<file path="src/rtl/mips_pkg.sv">
// Shared definitions for the MIPS pipeline: ALU function codes, opcode class
// and forwarding-select encodings, plus default datapath widths.
package mips_pkg;

  localparam int DATA_W = 32;
  localparam int REG_AW = 5;

  typedef enum logic [3:0] {
    ALU_ADD   = 4'd0,
    ALU_SUB   = 4'd1,
    ALU_AND   = 4'd2,
    ALU_OR    = 4'd3,
    ALU_XOR   = 4'd4,
    ALU_NOR   = 4'd5,
    ALU_SLT   = 4'd6,
    ALU_SLL   = 4'd7,
    ALU_SRL   = 4'd8,
    ALU_SRA   = 4'd9,
    ALU_PASSB = 4'd10
  } alu_op_e;

  localparam logic [1:0] MEM_CLASS = 2'b01;

  localparam logic [1:0] FWD_RF    = 2'b00;
  localparam logic [1:0] FWD_EXMEM = 2'b01;
  localparam logic [1:0] FWD_MEMWB = 2'b10;

endpackage

</file>
<file path="src/rtl/execute_stage_alu.sv">
// Combinational ALU: selects one of the arithmetic/logic/shift functions and
// flags signed overflow for ADD/SUB. Codes 10-15 all pass operand B through.
module alu
  import mips_pkg::*;
#(
  parameter int W = 32
) (
  input  logic [W-1:0] a,
  input  logic [W-1:0] b,
  input  logic [3:0]   func,
  output logic [W-1:0] result,
  output logic         ovf
);

  localparam int SH_W = $clog2(W);

  logic [SH_W-1:0] shamt;
  logic [W-1:0]    sum;
  logic [W-1:0]    diff;

  assign shamt = b[SH_W-1:0];
  assign sum   = a + b;
  assign diff  = a - b;

  always_comb begin
    result = b;
    ovf    = 1'b0;
    case (func)
      ALU_ADD: begin
        result = sum;
        ovf    = (a[W-1] == b[W-1]) && (sum[W-1] != a[W-1]);
      end
      ALU_SUB: begin
        result = diff;
        ovf    = (a[W-1] != b[W-1]) && (diff[W-1] != a[W-1]);
      end
      ALU_AND: result = a & b;
      ALU_OR:  result = a | b;
      ALU_XOR: result = a ^ b;
      ALU_NOR: result = ~(a | b);
      ALU_SLT: result = {{(W-1){1'b0}}, ($signed(a) < $signed(b))};
      ALU_SLL: result = a << shamt;
      ALU_SRL: result = a >> shamt;
      ALU_SRA: result = $unsigned($signed(a) >>> shamt);
      default: result = b;
    endcase
  end

endmodule

</file>
<file path="src/rtl/execute_stage.sv">
// EX stage: operand forwarding, ALU / address generation, and the EX/MEM
// pipeline register, whose ALU result also feeds back as forwarding source 01.
module execute_stage
  import mips_pkg::*;
#(
  parameter int DATA_W = mips_pkg::DATA_W,
  parameter int REG_AW = mips_pkg::REG_AW
) (
  input  logic              clk,
  input  logic              reset,
  input  logic              stall,
  input  logic              flush,
  input  logic              valid_ex,
  input  logic [5:0]        op_dec,
  input  logic [15:0]       imm,
  input  logic              imm_sel,
  input  logic [1:0]        mux_sel_A,
  input  logic [1:0]        mux_sel_B,
  input  logic [REG_AW-1:0] RW_ex,
  input  logic              mem_en_ex,
  input  logic              mem_rw_ex,
  input  logic [DATA_W-1:0] rs_data,
  input  logic [DATA_W-1:0] rt_data,
  input  logic [DATA_W-1:0] wb_data,
  output logic [DATA_W-1:0] alu_out_mem,
  output logic [DATA_W-1:0] store_data_mem,
  output logic [REG_AW-1:0] RW_dm,
  output logic              mem_en_mem,
  output logic              mem_rw_mem,
  output logic              reg_wr_mem,
  output logic              zero_mem,
  output logic              ovf_mem
);

  logic [DATA_W-1:0] fwd_a;
  logic [DATA_W-1:0] fwd_b;
  logic [DATA_W-1:0] imm_ext;
  logic [DATA_W-1:0] alu_b;
  logic [3:0]        alu_func;
  logic [DATA_W-1:0] alu_result;
  logic              alu_ovf;
  logic              mem_class;
  logic              reg_wr_next;

  logic [DATA_W-1:0] alu_out_reg;
  logic [DATA_W-1:0] store_data_reg;
  logic [REG_AW-1:0] rw_reg;
  logic              mem_en_reg;
  logic              mem_rw_reg;
  logic              reg_wr_reg;
  logic              zero_reg;
  logic              ovf_reg;

  // Source 01 is the registered EX/MEM result, so a held value stays visible
  // to the next instruction while stalled.
  always_comb begin
    case (mux_sel_A)
      FWD_EXMEM: fwd_a = alu_out_reg;
      FWD_MEMWB: fwd_a = wb_data;
      default:   fwd_a = rs_data;
    endcase
    case (mux_sel_B)
      FWD_EXMEM: fwd_b = alu_out_reg;
      FWD_MEMWB: fwd_b = wb_data;
      default:   fwd_b = rt_data;
    endcase
  end

  assign imm_ext   = {{(DATA_W-16){imm[15]}}, imm};
  assign mem_class = (op_dec[5:4] == MEM_CLASS);
  assign alu_b     = (imm_sel || mem_en_ex || mem_class) ? imm_ext : fwd_b;
  assign alu_func  = mem_class ? ALU_ADD : op_dec[3:0];

  alu #(.W(DATA_W)) u_alu (
    .a      (fwd_a),
    .b      (alu_b),
    .func   (alu_func),
    .result (alu_result),
    .ovf    (alu_ovf)
  );

  assign reg_wr_next = valid_ex & ~(mem_en_ex & mem_rw_ex) & (RW_ex != '0);

  // Priority: reset, then flush (beats stall), then stall, then bubble/load.
  always_ff @(posedge clk) begin
    if (reset || flush || (!stall && !valid_ex)) begin
      alu_out_reg    <= '0;
      store_data_reg <= '0;
      rw_reg         <= '0;
      mem_en_reg     <= 1'b0;
      mem_rw_reg     <= 1'b0;
      reg_wr_reg     <= 1'b0;
      zero_reg       <= 1'b0;
      ovf_reg        <= 1'b0;
    end else if (!stall) begin
      alu_out_reg    <= alu_result;
      store_data_reg <= fwd_b;
      rw_reg         <= RW_ex;
      mem_en_reg     <= mem_en_ex;
      mem_rw_reg     <= mem_rw_ex;
      reg_wr_reg     <= reg_wr_next;
      zero_reg       <= (alu_result == '0);
      ovf_reg        <= alu_ovf & ~mem_class;
    end
  end

  assign alu_out_mem    = alu_out_reg;
  assign store_data_mem = store_data_reg;
  assign RW_dm          = rw_reg;
  assign mem_en_mem     = mem_en_reg;
  assign mem_rw_mem     = mem_rw_reg;
  assign reg_wr_mem     = reg_wr_reg;
  assign zero_mem       = zero_reg;
  assign ovf_mem        = ovf_reg;

endmodule

</file>
<file path="config.mk">
export PLATFORM = sky130hd
export DESIGN_NAME = execute_stage
export DESIGN_NICKNAME = d
export VERILOG_FILES = /design/src/rtl/mips_pkg.sv /design/src/rtl/execute_stage_alu.sv /design/src/rtl/execute_stage.sv
export SDC_FILE = /design/constraint.sdc
export NUM_CORES = 1
export LEC_CHECK = 0
export ABC_AREA = 1
export CORE_AREA = 3 3 142 282
export DETAILED_ROUTE_END_ITERATION = 7
export DIE_AREA = 0 0 145 285
export HOLD_SLACK_MARGIN = 0.15
export PLACE_DENSITY = 0.64
export SLEW_MARGIN = 20
export SYNTH_ARGS = -nofsm -noshare
export SYNTH_HDL_FRONTEND = slang
export SYNTH_SLANG_ARGS = --single-unit
</file>
<file path="constraint.sdc">
create_clock -name clk -period 6.08 [get_ports clk]
set_clock_uncertainty 0.1 [all_clocks]
set_input_delay 1.52 -clock clk [delete_from_list [all_inputs] [get_ports clk]]
set_output_delay 1.52 -clock clk [all_outputs]
set_load 0.05 [all_outputs]
</file>
==> flow_summary.toml, run 1 <==
[placed_design]
io_buffers = 208
dp_slack_ns = -0.902
gp_congestion = 1.24
dp_hpwl_um = 89700

[logic_synthesis]
synthMuxAreaShare = 0
yosysWarningCount = 0
synthTopCellsByArea = "nand2_1, nand3_1, dfxtp_1"
synthSimpleGateAreaFrac = 0.479
synthXorXnorAreaFrac = 0.00304
ys_ff_latch = 74
synth_area_um2 = 14400
yosysTopAreaCell = "nand2_1"
avgSynthCellArea_um2 = 5.33
synthArstFlopShare = 0
syn-num-nets = 2942
seq_area_frac_synth = 0.103
synthMostInstantiatedCell = "nand2_1"
synth_common_cells = "nand2_1, nand3_1, inv_1"
postSynthCellCount = 2704
synthFlopType = "dfxtp_1"
synth_edf_count = 0
synth_top_family_by_area = "simple AND/OR/NAND/NOR gates"
synth_compound_area_frac = 0.206
synth_fa_ha_area_frac = 0.0904
ys_types = 55
synth_top_area_frac = 0.199

[clocking]
cts_root_buffer = "clkbuf_16"
cts_made_buffers = 9
ctsHoldBuffers = 0
htree_levels = 3
clock-sinks = 74
clockBufferDepth = 2

[die]
die_h_um = 285
row_count = 101
die_w_um = 145
initial_core_util = 0.379
io_pins = 209

[grt]
grt_use_total = 0.536
grt_max_degree = 69
grt_pass1_vias = 24100
grt_pass1_wl_um = 165000
gr-total-overflow = 11

[status]
status = "stopped before the end"
stop_stage = "global routing"
firstError = "[ERROR GRT-0116] Global routing finished with congestion. Check the congestion regions in the DRC Viewer."
## repair_timing
item | 4_1_cts
resized for setup | 23
setup buffers | 1
endpoints found under the setup margin | 9
pin swaps | 1
## kinds of logic after synthesis
family / after synthesis
DFF: 74
AOI/OAI and AO/OA: 525
buffers and inverters: 415
adders and majority gates: 103
and+or+nand+nor: 1582
xor gates and xnor gates: 5
## per-layer routing
metal / global-route usage / GRT overflow
met2: 0.829 / 7
met5: 0.00476 / 0
met4: 0.601 / 4
met3: 0.204 / 0
met1: 0.513 / 0
## through the flow
stage	TNS [ns]	cell area (um2)	instances	hold slack, ns	utilization
after floorplan	0	14400	2704	0.590	-
after global placement	-7.73	20900	3842	0.354	0.548
after detailed placement	-8.26	20900	3842	0.365	0.548
after CTS	0	21200	3859	0.374	0.557
==> run 2: changes to the inputs <==
--- a/config.mk
+++ b/config.mk
@@ -6,11 +6,10 @@
 export NUM_CORES = 1
 export LEC_CHECK = 0
 export ABC_AREA = 1
-export CORE_AREA = 3 3 142 282
+export CORE_AREA = 3 3 255 257
 export DETAILED_ROUTE_END_ITERATION = 7
-export DIE_AREA = 0 0 145 285
-export HOLD_SLACK_MARGIN = 0.15
-export PLACE_DENSITY = 0.64
+export DIE_AREA = 0 0 258 260
+export PLACE_DENSITY_LB_ADDON = 0.15
 export SLEW_MARGIN = 20
 export SYNTH_ARGS = -nofsm -noshare
 export SYNTH_HDL_FRONTEND = slang
==> run 2 against run 1 <==
  * The flow now finishes without violations
  * Synthesized cell count unchanged
  * Synthesized area is the same
==> flow_summary.toml, run 2 <==
[status]
status = "finished clean"

[timing]
setup_viol = 0
fin_crit_ns = 5.98
layout_setup_ws_ns = 0.105
maxSlewViolCount = 0
max_freq_mhz = 167
fin_crit_sh = 0.983
totalNegativeSetupSlack_ns = 0
hold_viol = 0
max_slew_margin = 0.306
worstMarginPinSlew_ns = 1.04

[logic_synthesis]
seq_area_frac_synth = 0.103
synth_top_area_frac = 0.199
yosysWarningCount = 0
avgSynthCellArea_um2 = 5.33
yosysTopAreaCell = "nand2_1"
ys_types = 55
ys_ff_latch = 74
syn-num-nets = 2942
synth_area_um2 = 14400
synthMostInstantiatedCell = "nand2_1"
synth_common_cells = "nand2_1, nand3_1, inv_1"
postSynthCellCount = 2704
synthTopCellsByArea = "nand2_1, nand3_1, dfxtp_1"
synth_edf_count = 0
synthArstFlopShare = 0
synthFlopType = "dfxtp_1"

[critical_path]
cpMostUsedCell = "nand2_1"
critPathBufInv = 8
cpMaxStageDelayCell = "clkdlybuf4s50_1"
worstPathArrival_ns = 6.16
criticalPathCategory = "in -> reg"
cp.required_ns = 6.27
slowest_delay_ns = 0.49
worstSetupEndpointType = "flop"
startpoint_type = "primary input"
critical_path_peak_fanout = 14
critPathTopFamily = "simple AND/OR/NAND/NOR gates"
r2r_slack_ns = 1.83

[clocking]
clock-sinks = 74
clk_latency_ns = 0.36
clockBufferDepth = 2
cts_tree = "done"
htree_levels = 3
cts_made_buffers = 9
cts_root_buffer = "clkbuf_16"
ctsHoldBuffers = 0
clk_pin_slew_ns = 0.06

[die]
die_h_um = 260
initial_core_util = 0.229
die_area_um2 = 67100
die_w_um = 258
core_um2 = 63000
io_pins = 209
row_count = 92

[grt]
grt_pass1_vias = 21700
grt_use_met1 = 0.408
grt_pass1_wl_um = 150000
grt_max_degree = 54
met3_usage = 0.0374
busiest_layer = "met2"
grt_use_total = 0.304
met2_usage = 0.489
gr-total-overflow = 0
antenna_found_initial = 6

[power]
p_total_mw = 4.67
ir_drop_v = 0.000182
power_leakage_nw = 11.2
power.density_nw_per_um2 = 202

[finish]
n_fill_cell = 7070
finalNetCount = 3694
seqCellArea_um2 = 1480
area_growth_pct = 60.0
mostFrequentLayoutCell = "nand2_1"
n_antenna_cell = 0
drive_above_1_share = 0.257
final_cell_mix = "nand2_1, buf_4, nand3_1"
multi_input_area_um2 = 11800

[drt]
routedWlPerCell_um = 24.5
num_vias = 22200
wirelength_um = 106000
viasPerCell = 5.17
drc = 0
ant_nets = 0
dr.pass1.iters = 6
drtIter0Drc = 2183

[placed_design]
gp_congestion = 1.01
dp_slack_ns = -1.18
io_buffers = 208
dp_hpwl_um = 89900

[run]
cap_violations = 0

[min_path]
hp-class = "reg -> reg"
[run 2: cell counts after synthesis]
Identical to the previous run, type by type.
[run 2: logic make-up (layout without fill, tap and decap cells)]
logic type	after synthesis	count (layout)	share of synthesized area
and+or+nand+nor	1582	1582	0.479
adders and majority gates	103	103	0.0904
buffers and inverters	415	1172	0.119
xor gates and xnor gates	5	5	0.00304
AOI/OAI and AO/OA	525	525	0.206
DFF	74	74	0.103
[run 2: final timing paths]
| check | from | endpoint | cells after the start |
|---|---|---|---|
| max | mux_sel_B[0] | zero_mem | 30 |
| min | RW_dm[0] | RW_dm[0] | 2 |
| min reg2reg | RW_dm[0] | RW_dm[0] | 2 |
| max reg2reg | alu_out_mem[18] | zero_mem | 22 |
[run 2: report_power, final]
group | internal (mW) | switching (mW) | total, mW | leakage (nW)
Sequential | 0.504 | 0.0204 | 0.525 | 0.603
Combinational | 1.44 | 2.11 | 3.55 | 10.4
Clock | 0.363 | 0.228 | 0.591 | 0.154
[run 2: area by class of cell]
type	instances	share of cell area
clock buffers	13	0.0122
clock inverters	3	0.00195
inverters	270	0.0443
multi-input cells	2215	0.510
flip-flops and latches	74	0.0643
well taps	846	0.0459
repair buffers	886	0.321
[run 2: worst register-to-register path, delay by kind of cell, from the launching register on]
family	cells	cell delay [ns]
compound gates	7	1.47
simple gates	9	1.05
buf+inv	5	0.73
flops	1	0.45
fa+ha+maj	1	0.36
[run 2: what timing repair did]
action	CTS	global route
setup endpoints to repair	21	15
buffers inserted	3	3
pin swaps	5	23
gates resized for setup	52	149
[run 2: metal layers]
layer / routed length (um) / share of wire / vias to the layer above
met5: 12 / 0.00011 / -
met4: 5270 / 0.050 / 2
met3: 6860 / 0.065 / 175
met2: 46400 / 0.44 / 992
met1: 47100 / 0.45 / 10500
li1: - / - / 10600
[run 2: per-stage QoR]
stage	instances	area [um2]	hold WS, ns	utilization
2_1_floorplan	2704	14400	0.590	-
3_3_place_gp	4285	22100	0.359	0.352
3_5_place_dp	4285	22100	0.358	0.352
4_1_cts	4304	22600	0.365	0.359
5_1_grt	4307	23100	0.399	0.366
6_report	4307	23100	0.363	0.366
Power figures use the tool's default switching activity.
